[src/rtl/lif_pkg.sv]
// lif_pkg
// Shared definitions for the time-multiplexed LIF neuron scheduler:
// the scan FSM state encoding and the default neuron constants used by
// lif_tdm_scheduler and lif_update_core.
package lif_pkg;

    typedef enum logic [1:0] {
        ST_IDLE   = 2'd0,
        ST_UPDATE = 2'd1,
        ST_DONE   = 2'd2
    } lif_state_e;

    localparam int LIF_THRESHOLD  = 100;
    localparam int LIF_LEAK       = 2;
    localparam int LIF_REF_PERIOD = 10;

endpackage

[src/rtl/lif_update_core.sv]
// lif_update_core
// Combinational leaky integrate-and-fire update for one neuron.
// Ports:
//   mem_i    current membrane value
//   refc_i   current refractory counter
//   cur_i    input current for this timestep
//   mem_o    next membrane value
//   refc_o   next refractory counter
//   spike_o  neuron fires this timestep
module lif_update_core
    import lif_pkg::*;
#(
    parameter int WIDTH      = 8,
    parameter int THRESHOLD  = LIF_THRESHOLD,
    parameter int LEAK       = LIF_LEAK,
    parameter int REF_PERIOD = LIF_REF_PERIOD,
    parameter int REF_W      = 4
) (
    input  logic [WIDTH-1:0] mem_i,
    input  logic [REF_W-1:0] refc_i,
    input  logic [WIDTH-1:0] cur_i,
    output logic [WIDTH-1:0] mem_o,
    output logic [REF_W-1:0] refc_o,
    output logic             spike_o
);

    localparam logic [WIDTH:0]   THR_V  = (WIDTH+1)'(THRESHOLD);
    localparam logic [WIDTH:0]   LEAK_V = (WIDTH+1)'(LEAK);
    localparam logic [REF_W-1:0] REF_V  = REF_W'(REF_PERIOD);

    // One extra bit so membrane + current never wraps before the compare.
    logic [WIDTH:0] sum;
    assign sum = {1'b0, mem_i} + {1'b0, cur_i};

    always_comb begin
        mem_o   = '0;
        refc_o  = refc_i;
        spike_o = 1'b0;
        if (refc_i != '0) begin
            // Refractory: input is discarded and the membrane pinned at zero.
            refc_o = refc_i - REF_W'(1);
        end else if (sum >= THR_V) begin
            spike_o = 1'b1;
            refc_o  = REF_V;
        end else if (sum > LEAK_V) begin
            mem_o = WIDTH'(sum - LEAK_V);
        end
    end

endmodule

[src/rtl/lif_tdm_scheduler.sv]
// lif_tdm_scheduler
// Scans NUM_NEURONS LIF neurons, one per cycle, on each tick. Spikes are
// emitted as indices on a valid/ready event port; a stalled event port
// freezes the scan until the pending event is taken.
// Ports:
//   clk, rst_n  clock and synchronous active-low reset
//   tick        start one timestep (ignored unless idle; sets overrun)
//   cur_addr    neuron index whose current is requested this cycle
//   cur_data    input current for cur_addr, same cycle
//   evt_valid, evt_ready, evt_addr  spike event output
//   busy        scan in progress (UPDATE or DONE)
//   done        one-cycle end-of-scan pulse
//   overrun     sticky: tick seen while not idle
module lif_tdm_scheduler
    import lif_pkg::*;
#(
    parameter  int NUM_NEURONS = 16,
    parameter  int WIDTH       = 8,
    parameter  int THRESHOLD   = LIF_THRESHOLD,
    parameter  int LEAK        = LIF_LEAK,
    parameter  int REF_PERIOD  = LIF_REF_PERIOD,
    localparam int IDX_W       = (NUM_NEURONS > 1) ? $clog2(NUM_NEURONS) : 1
) (
    input  logic             clk,
    input  logic             rst_n,
    input  logic             tick,
    output logic [IDX_W-1:0] cur_addr,
    input  logic [WIDTH-1:0] cur_data,
    output logic             evt_valid,
    input  logic             evt_ready,
    output logic [IDX_W-1:0] evt_addr,
    output logic             busy,
    output logic             done,
    output logic             overrun
);

    localparam int               REF_W    = (REF_PERIOD > 0) ? $clog2(REF_PERIOD + 1) : 1;
    localparam logic [IDX_W-1:0] LAST_IDX = IDX_W'(NUM_NEURONS - 1);

    lif_state_e       state_q, state_d;
    logic [IDX_W-1:0] idx_q, idx_d;
    logic [WIDTH-1:0] mem_q [NUM_NEURONS];
    logic [REF_W-1:0] ref_q [NUM_NEURONS];
    logic             evt_valid_q;
    logic [IDX_W-1:0] evt_addr_q;
    logic             overrun_q;

    logic             advance;
    logic             proc;
    logic [WIDTH-1:0] mem_nxt;
    logic [REF_W-1:0] ref_nxt;
    logic             spike;

    // The output slot can accept a new spike if it is empty or draining now.
    assign advance = !evt_valid_q || evt_ready;

    lif_update_core #(
        .WIDTH      (WIDTH),
        .THRESHOLD  (THRESHOLD),
        .LEAK       (LEAK),
        .REF_PERIOD (REF_PERIOD),
        .REF_W      (REF_W)
    ) u_core (
        .mem_i   (mem_q[idx_q]),
        .refc_i  (ref_q[idx_q]),
        .cur_i   (cur_data),
        .mem_o   (mem_nxt),
        .refc_o  (ref_nxt),
        .spike_o (spike)
    );

    always_ff @(posedge clk) begin
        if (!rst_n) begin
            state_q <= ST_IDLE;
            idx_q   <= '0;
        end else begin
            state_q <= state_d;
            idx_q   <= idx_d;
        end
    end

    always_comb begin
        state_d = state_q;
        idx_d   = idx_q;
        proc    = 1'b0;
        unique case (state_q)
            ST_IDLE: begin
                if (tick) begin
                    state_d = ST_UPDATE;
                    idx_d   = '0;
                end
            end
            ST_UPDATE: begin
                if (advance) begin
                    proc = 1'b1;
                    if (idx_q == LAST_IDX) begin
                        state_d = ST_DONE;
                        idx_d   = '0;
                    end else begin
                        idx_d = idx_q + IDX_W'(1);
                    end
                end
            end
            ST_DONE: begin
                state_d = ST_IDLE;
            end
            default: begin
                state_d = ST_IDLE;
                idx_d   = '0;
            end
        endcase
    end

    always_ff @(posedge clk) begin
        if (!rst_n) begin
            for (int i = 0; i < NUM_NEURONS; i++) begin
                mem_q[i] <= '0;
                ref_q[i] <= '0;
            end
            evt_valid_q <= 1'b0;
            evt_addr_q  <= '0;
            overrun_q   <= 1'b0;
        end else begin
            if (proc) begin
                mem_q[idx_q] <= mem_nxt;
                ref_q[idx_q] <= ref_nxt;
            end
            // A new spike wins over the drain of the previous event.
            if (proc && spike) begin
                evt_valid_q <= 1'b1;
                evt_addr_q  <= idx_q;
            end else if (evt_valid_q && evt_ready) begin
                evt_valid_q <= 1'b0;
            end
            if (tick && (state_q != ST_IDLE)) begin
                overrun_q <= 1'b1;
            end
        end
    end

    assign cur_addr  = idx_q;
    assign evt_valid = evt_valid_q;
    assign evt_addr  = evt_addr_q;
    assign busy      = (state_q != ST_IDLE);
    assign done      = (state_q == ST_DONE);
    assign overrun   = overrun_q;

endmodule

[config.mk]
export PLATFORM = sky130hd
export DESIGN_NAME = lif_tdm_scheduler
export DESIGN_NICKNAME = d
export VERILOG_FILES = /design/src/rtl/lif_pkg.sv /design/src/rtl/lif_update_core.sv /design/src/rtl/lif_tdm_scheduler.sv
export SDC_FILE = /design/constraint.sdc
export NUM_CORES = 1
export LEC_CHECK = 0
export BUFFER_PORTS_ARGS = -buffer_cell sky130_fd_sc_hd__buf_4
export CAP_MARGIN = 20
export CORE_MARGIN = 2
export CORE_UTILIZATION = 60
export DETAILED_ROUTE_END_ITERATION = 7
export PLACE_DENSITY = 0.77
export SETUP_SLACK_MARGIN = 0.02
export SLEW_MARGIN = 20
export SYNTH_ARGS = -nofsm -noshare
export SYNTH_HDL_FRONTEND = slang
export SYNTH_SLANG_ARGS = --single-unit
[constraint.sdc]
create_clock -name clk -period 6.28 [get_ports clk]
set_clock_uncertainty 0.1 [all_clocks]
set_input_delay 0 -clock clk [delete_from_list [all_inputs] [get_ports clk]]
set_output_delay 0 -clock clk [all_outputs]
set_load 0.02 [all_outputs]
==> run_results.csv, run 1 <==
group,metric,value,unit
sta,finalSetupTns,0,ps
job,maxCapViolCount,0,
placed_design,gp_congestion,0.954,
synth,avgSynthCellArea,12.9,um2
clock_tree,path_clk_slew,60,ps
synth,yosysUniqueCellTypes,55,
drt,post_drt_wl_per_cell,24.4,um
synth,synthTopCellsByArea,"edfxtp_1, mux4_2, nor2_1",
global_route,grt_pass1_wl,39200,um
finish,layout_common_cells,"edfxtp_1, nor2_1, nand2_1, nand3_1, mux4_2",
synth,netlist_area,10100,um2
floorplan,die_h,134,um
pwr,totalPowerFinal,3.39,mW
drt,via_per_inst,6.64,
clock_tree,cts_root_buf,"clkbuf_16",
worst_setup_path,path_cells,"buf_4, mux4_2, mux4_2, inv_1, fa_1, ha_1, inv_1, o2111ai_1, a311oi_4, nand2_4, nor4_1",
finish,fin_area,11200,um2
drt,dr_total_vias,6888,
worst_setup_path,required,6460,ps
synth,ys.flop_type,"edfxtp_1",
worst_hold_path,whs_endpoint,"mem_q[10][0]",
worst_hold_path,hold_path_class,"primary input to register",
sta,tightest_slew,1000,ps
clock_tree,cts_num_sinks,208,
floorplan,die_w,134,um
synth,netlist_instances,783,
floorplan,initial_core_util,61.2,%
worst_setup_path,rr_endpoint,"mem_q[9][3]",
finish,final_common_cell,"edfxtp_1",
clock_tree,clk_latency,510,ps
sta,min_period_over_period,88.1,%
global_route,antenna_found_initial,0,
placed_design,placedInstanceArea,10400,um2
clock_tree,cts_setup_buffers,0,
sta,slew_violations,0,
worst_setup_path,end_kind,"register",
synth,synth_top_area_share,57.0,%
worst_setup_path,slowest_delay,820,ps
worst_setup_path,crit_arrival,5710,ps
sta,finalCriticalPeriod,5530,ps
sta,maxSlewHeadroom,33.2,%
pwr,ir_drop,0.000249,V
synth,synthArstFlopShare,0,%
clock_tree,cts_tree,"done",
worst_hold_path,whs_path_depth,4,
sta,setup_viol,0,
synth,synth_edf_count,192,
placed_design,portBuffers,23,
global_route,gr-total-overflow,0,
placed_design,dp_hpwl,16500,um
clock_tree,cts.htree.levels,1,
sta,max_freq,181,MHz
worst_setup_path,ff2ff_path_depth,11,
finish,layout-drive-gt1-share,16.0,%
finish,syn2layout_area_growth,10.5,%
finish,nFillCells,1159,
run_status,status,"finished clean",
worst_setup_path,critPathKind,"register to register",
drt,firstDrtPassIters,6,
clock_tree,cts_made_buffers,22,
synth,ys_ff_latch,208,
sta,hold_viol_final,0,
worst_setup_path,crit_fanout,81,
synth,synth_top_area_cell,"edfxtp_1",
floorplan,rows,47,
synth,ys_warn_count,0,
worst_setup_path,reg2reg_slack,750,ps
worst_setup_path,slowest_stage,"dfxtp_1",
sta,rsz0062_at_grt,"no",
global_route,grt.total_usage,29.2,%
worst_hold_path,hp-start,"cur_data[0]",
drt,ant_nets,0,
pwr,cellPowerDensity,304,nW/um2
finish,final_util,67.6,%
drt,routed_wl,25300,um
drt,drc,0,
synth,seq_area_frac_synth,60.2,%
floorplan,ios,24,
clock_tree,cts_buffer_depth,3,
global_route,grt_pass1_vias,6960,
global_route,grt_max_degree,82,
drt,drt_iter0_markers,1091,
floorplan,core-area,16500,um2
floorplan,dieArea,17900,um2
sta,fin_hold_ws,310,ps
worst_setup_path,crit_path_start_kind,"register",
finish,nNetsFinal,829,
pwr,p_leak,3.80,nW
-- what timing repair did --
item / CTS / global route
setup endpoints to repair: 0 / 0
hold endpoints to repair: 15 / 0
resized for setup: 0 / 0
hold buffers: 5 / 0
-- worst max-delay path, delay by kind of cell, from the launching register on --
kind / cells / cell delay (ps)
muxes: 2 / 880
adders and majority gates: 2 / 1090
AOI/OAI and AO/OA: 2 / 700
buffers and inverters: 3 / 580
DFF: 1 / 820
and+or+nand+nor: 2 / 1090
-- kinds of logic after synthesis --
family | after synthesis | share of synthesized area [%]
AO/OA/AOI/OAI | 45 | 3.60
XOR/XNOR | 9 | 0.780
adder cells (fa/ha/maj) | 16 | 2.05
buffers and inverters | 69 | 3.23
flip-flops | 208 | 60.2
multiplexers | 66 | 13.6
other | 1 | 0.0371
AND/OR/NAND/NOR | 369 | 16.5
-- flip-flops by register name (all words and copies together) (netlist names), named ones only --
register / count
mem_q: 128
evt_valid: 1
ref_q: 64
state_q: 2
cur_addr: 4
evt_addr: 4
overrun: 1
-- stage by stage --
step / setup WS [ps] / cells
final: 750 / 1038
after global routing: 515 / 1037
after CTS: 886 / 1037
after detailed placement: 990 / 992
after global placement: 1220 / 992
after floorplan: 1830 / 798
-- area by class of cell --
class | count | area (um2) | area share, %
Antenna cell | 1 | 2.50 | 0.0224
Clock buffer | 29 | 618 | 5.53
Clock inverter | 11 | 76.3 | 0.683
Inverter | 10 | 37.5 | 0.336
Multi-Input combinational cell | 521 | 3760 | 33.7
Sequential cell | 208 | 6090 | 54.5
Tap cell | 220 | 275 | 2.46
Timing Repair Buffer | 38 | 310 | 2.78
-- worst max-delay path by stage --
stage               slack, ps     endpoint  cells after the start      from
finish                    750  mem_q[9][3]                     11  register
global route              520  mem_q[0][3]                     11  register
CTS                       890  mem_q[0][3]                     11  register
detailed placement        990  mem_q[4][3]                     11  register
global placement         1220  mem_q[0][4]                     11  register
floorplan                1830  ref_q[0][1]                     15  register
-- per-layer routing --
layer	routed length [um]	global-route usage, %	vias up	share of wire [%]
met5	49	1.94	-	0.19
met4	1140	13.1	2	4.5
met3	2900	7.52	115	11
met2	11900	44.6	470	47
met1	9300	39.9	3346	37
li1	-	-	2955	-
-- power breakdown --
group | switching [mW] | internal, mW
Combinational | 0.389 | 0.154
Clock | 0.531 | 0.732
Sequential | 0.0223 | 1.56
-- cells in the mapped netlist (7+ instances only) --
| cell type | n |
|---|---|
| nor3_1 | 34 |
| nor4_1 | 21 |
| a22oi_1 | 7 |
| clkbuf_1 | 28 |
| inv_1 | 10 |
| nor2b_1 | 9 |
| dfxtp_1 | 16 |
| mux2i_1 | 9 |
| nand3_1 | 59 |
| edfxtp_1 | 192 |
| nor2_1 | 152 |
| ha_1 | 15 |
| mux4_2 | 54 |
| nand2_1 | 63 |
| buf_2 | 23 |
| o21ai_0 | 8 |
| a21oi_1 | 9 |
| nand2b_1 | 7 |
Note: power is estimated with default switching activity, not from simulation.
==> run 2, diff against run 1 <==
- CELL_PAD_IN_SITES_DETAIL_PLACEMENT: not set -> 0
- CELL_PAD_IN_SITES_GLOBAL_PLACEMENT: not set -> 1
- CORE_UTILIZATION: 60 -> 52
- PLACE_DENSITY: 0.77 -> not set
- PLACE_DENSITY_LB_ADDON: not set -> 0.1
==> run 2 against run 1 <==
Compared with the run above: critical path depth fell by 1; highest routed layer unchanged; clock-buffer cell count rose by 6; sequential share of layout area fell by 0.63 points; via count fell by 3.8%.
==> run_results.csv, run 2 (synthesis results as in run 1) <==
group,metric,value,unit
run_status,status,"finished clean",
global_route,grt_max_degree,82,
clock_tree,cts.htree.levels,1,
clock_tree,clk_latency,510,ps
placed_design,portBuffers,23,
placed_design,dp_hpwl,16600,um
worst_setup_path,crit_arrival,5540,ps
sta,finalCriticalPeriod,5360,ps
worst_setup_path,crit_path_start_kind,"register",
floorplan,initial_core_util,53.5,%
finish,syn2layout_area_growth,11.8,%
sta,maxSlewHeadroom,39.5,%
global_route,gr-total-overflow,0,
drt,dr_total_vias,6626,
finish,nNetsFinal,833,
worst_setup_path,ff2ff_path_depth,10,
pwr,ir_drop,0.000250,V
clock_tree,cts_buffer_depth,3,
sta,hold_viol_final,0,
worst_setup_path,reg2reg_slack,920,ps
sta,rsz0062_at_grt,"no",
finish,largest_reg_flops,128,
floorplan,rows,50,
drt,drt_iter0_markers,699,
worst_setup_path,critPathKind,"register to register",
floorplan,dieArea,20600,um2
finish,diodes,0,
drt,firstDrtPassIters,5,
finish,top_regs,"mem_q: 128 flops, ref_q: 64 flops",
sta,slew_violations,0,
pwr,cellPowerDensity,310,nW/um2
global_route,antenna_found_initial,1,
finish,fin_area,11300,um2
worst_setup_path,crit_fanout,81,
pwr,p_leak,3.85,nW
global_route,grt_pass1_vias,6578,
sta,max_freq,187,MHz
sta,fin_hold_ws,239,ps
drt,drc,0,
worst_setup_path,crit_end,"mem_q[10][3]",
clock_tree,path_clk_slew,60,ps
worst_setup_path,end_kind,"register",
placed_design,placedInstanceArea,10500,um2
clock_tree,cts_num_sinks,208,
job,maxCapViolCount,0,
placed_design,post-place-ws,1010,ps
clock_tree,cts_tree,"done",
finish,nFillCells,1518,
sta,setup_viol,0,
sta,finalWorstSetupSlack,925,ps
sta,tightest_slew,908,ps
drt,ant_nets,0,
clock_tree,cts_made_buffers,23,
worst_setup_path,required,6460,ps
worst_hold_path,hold_path_class,"primary input to register",
clock_tree,cts_root_buf,"clkbuf_16",
global_route,grt_pass1_wl,38700,um
drt,routed_wl,25400,um
finish,final_common_cell,"edfxtp_1",
sta,finalSetupTns,0,ps
floorplan,die_w,143,um
floorplan,ios,24,
placed_design,gp_congestion,0.822,
worst_setup_path,rr_endpoint,"mem_q[10][3]",
sta,min_period_over_period,85.3,%
floorplan,core-area,18900,um2
finish,layout_common_cells,"edfxtp_1, nor2_1, nand2_1, nand3_1, mux4_2",
pwr,totalPowerFinal,3.50,mW
global_route,grt.total_usage,25.7,%
drt,post_drt_wl_per_cell,23.5,um
drt,via_per_inst,6.13,
finish,top_register,"mem_q",
floorplan,die_h,143,um
finish,layout-drive-gt1-share,17.3,%
[run 2: cell count changes in the layout (fill, tap and decap cells not counted), sizes merged]
cell,previous run,this run
clkbuf,29,35
buf,33,36
diode,1,0
inv,11,10
clkinv,9,5
[run 2: routing by layer]
layer | vias up | wire (um) | GRT usage, %
met5 | - | 13 | 0
met4 | 2 | 468 | 5.68
met3 | 39 | 2280 | 4.80
met2 | 309 | 11900 | 40.4
met1 | 3303 | 10800 | 37.9
li1 | 2973 | - | -
[run 2: power by group]
group	switching [mW]	internal, mW	total, mW
combinational	0.403	0.153	0.556
sequential	0.0258	1.56	1.59
clock	0.539	0.818	1.36
[run 2: layout make-up]
class	instances	area [um2]	share of cell area, %
sequential	208	6090	53.9
clock inverter	6	58.8	0.520
multi-input combinational	521	3760	33.3
clock buffer	35	711	6.29
tap	260	325	2.88
timing repair buffer	41	320	2.83
inverter	10	37.5	0.332
[run 2: worst min-delay path by stage]
stage,start,to,cells past startpoint
CTS,cur_data[0],mem_q[3][0],5
global placement,tick,overrun,3
global route,cur_data[0],mem_q[3][0],5
finish,cur_data[0],mem_q[7][0],5
floorplan,tick,overrun,2
detailed placement,tick,overrun,3
[run 2: through the flow]
stage	std cells	util [%]
2_1_floorplan	798	-
3_3_place_gp	1035	55.4
3_5_place_dp	1035	55.5
4_1_cts	1081	59.8
5_1_grt	1081	59.8
6_report	1081	59.8
[run 2: what timing repair did]
| item | in CTS | in global routing |
|---|---|---|
| hold endpoints to repair | 15 | 0 |
| hold buffers | 5 | 0 |
| buffers inserted | 0 | 0 |
| gates resized for setup | 0 | 0 |
[run 2: worst max-delay path: stages, from the launching register on]
cell	delay, ps
dfxtp_4	770
buf_4	440
mux4_2	560
mux4_2	490
ha_1	360
a2111oi_0	390
a32oi_1	180
o211a_1	190
a311oi_4	490
nand2_4	590
nor4_1	520
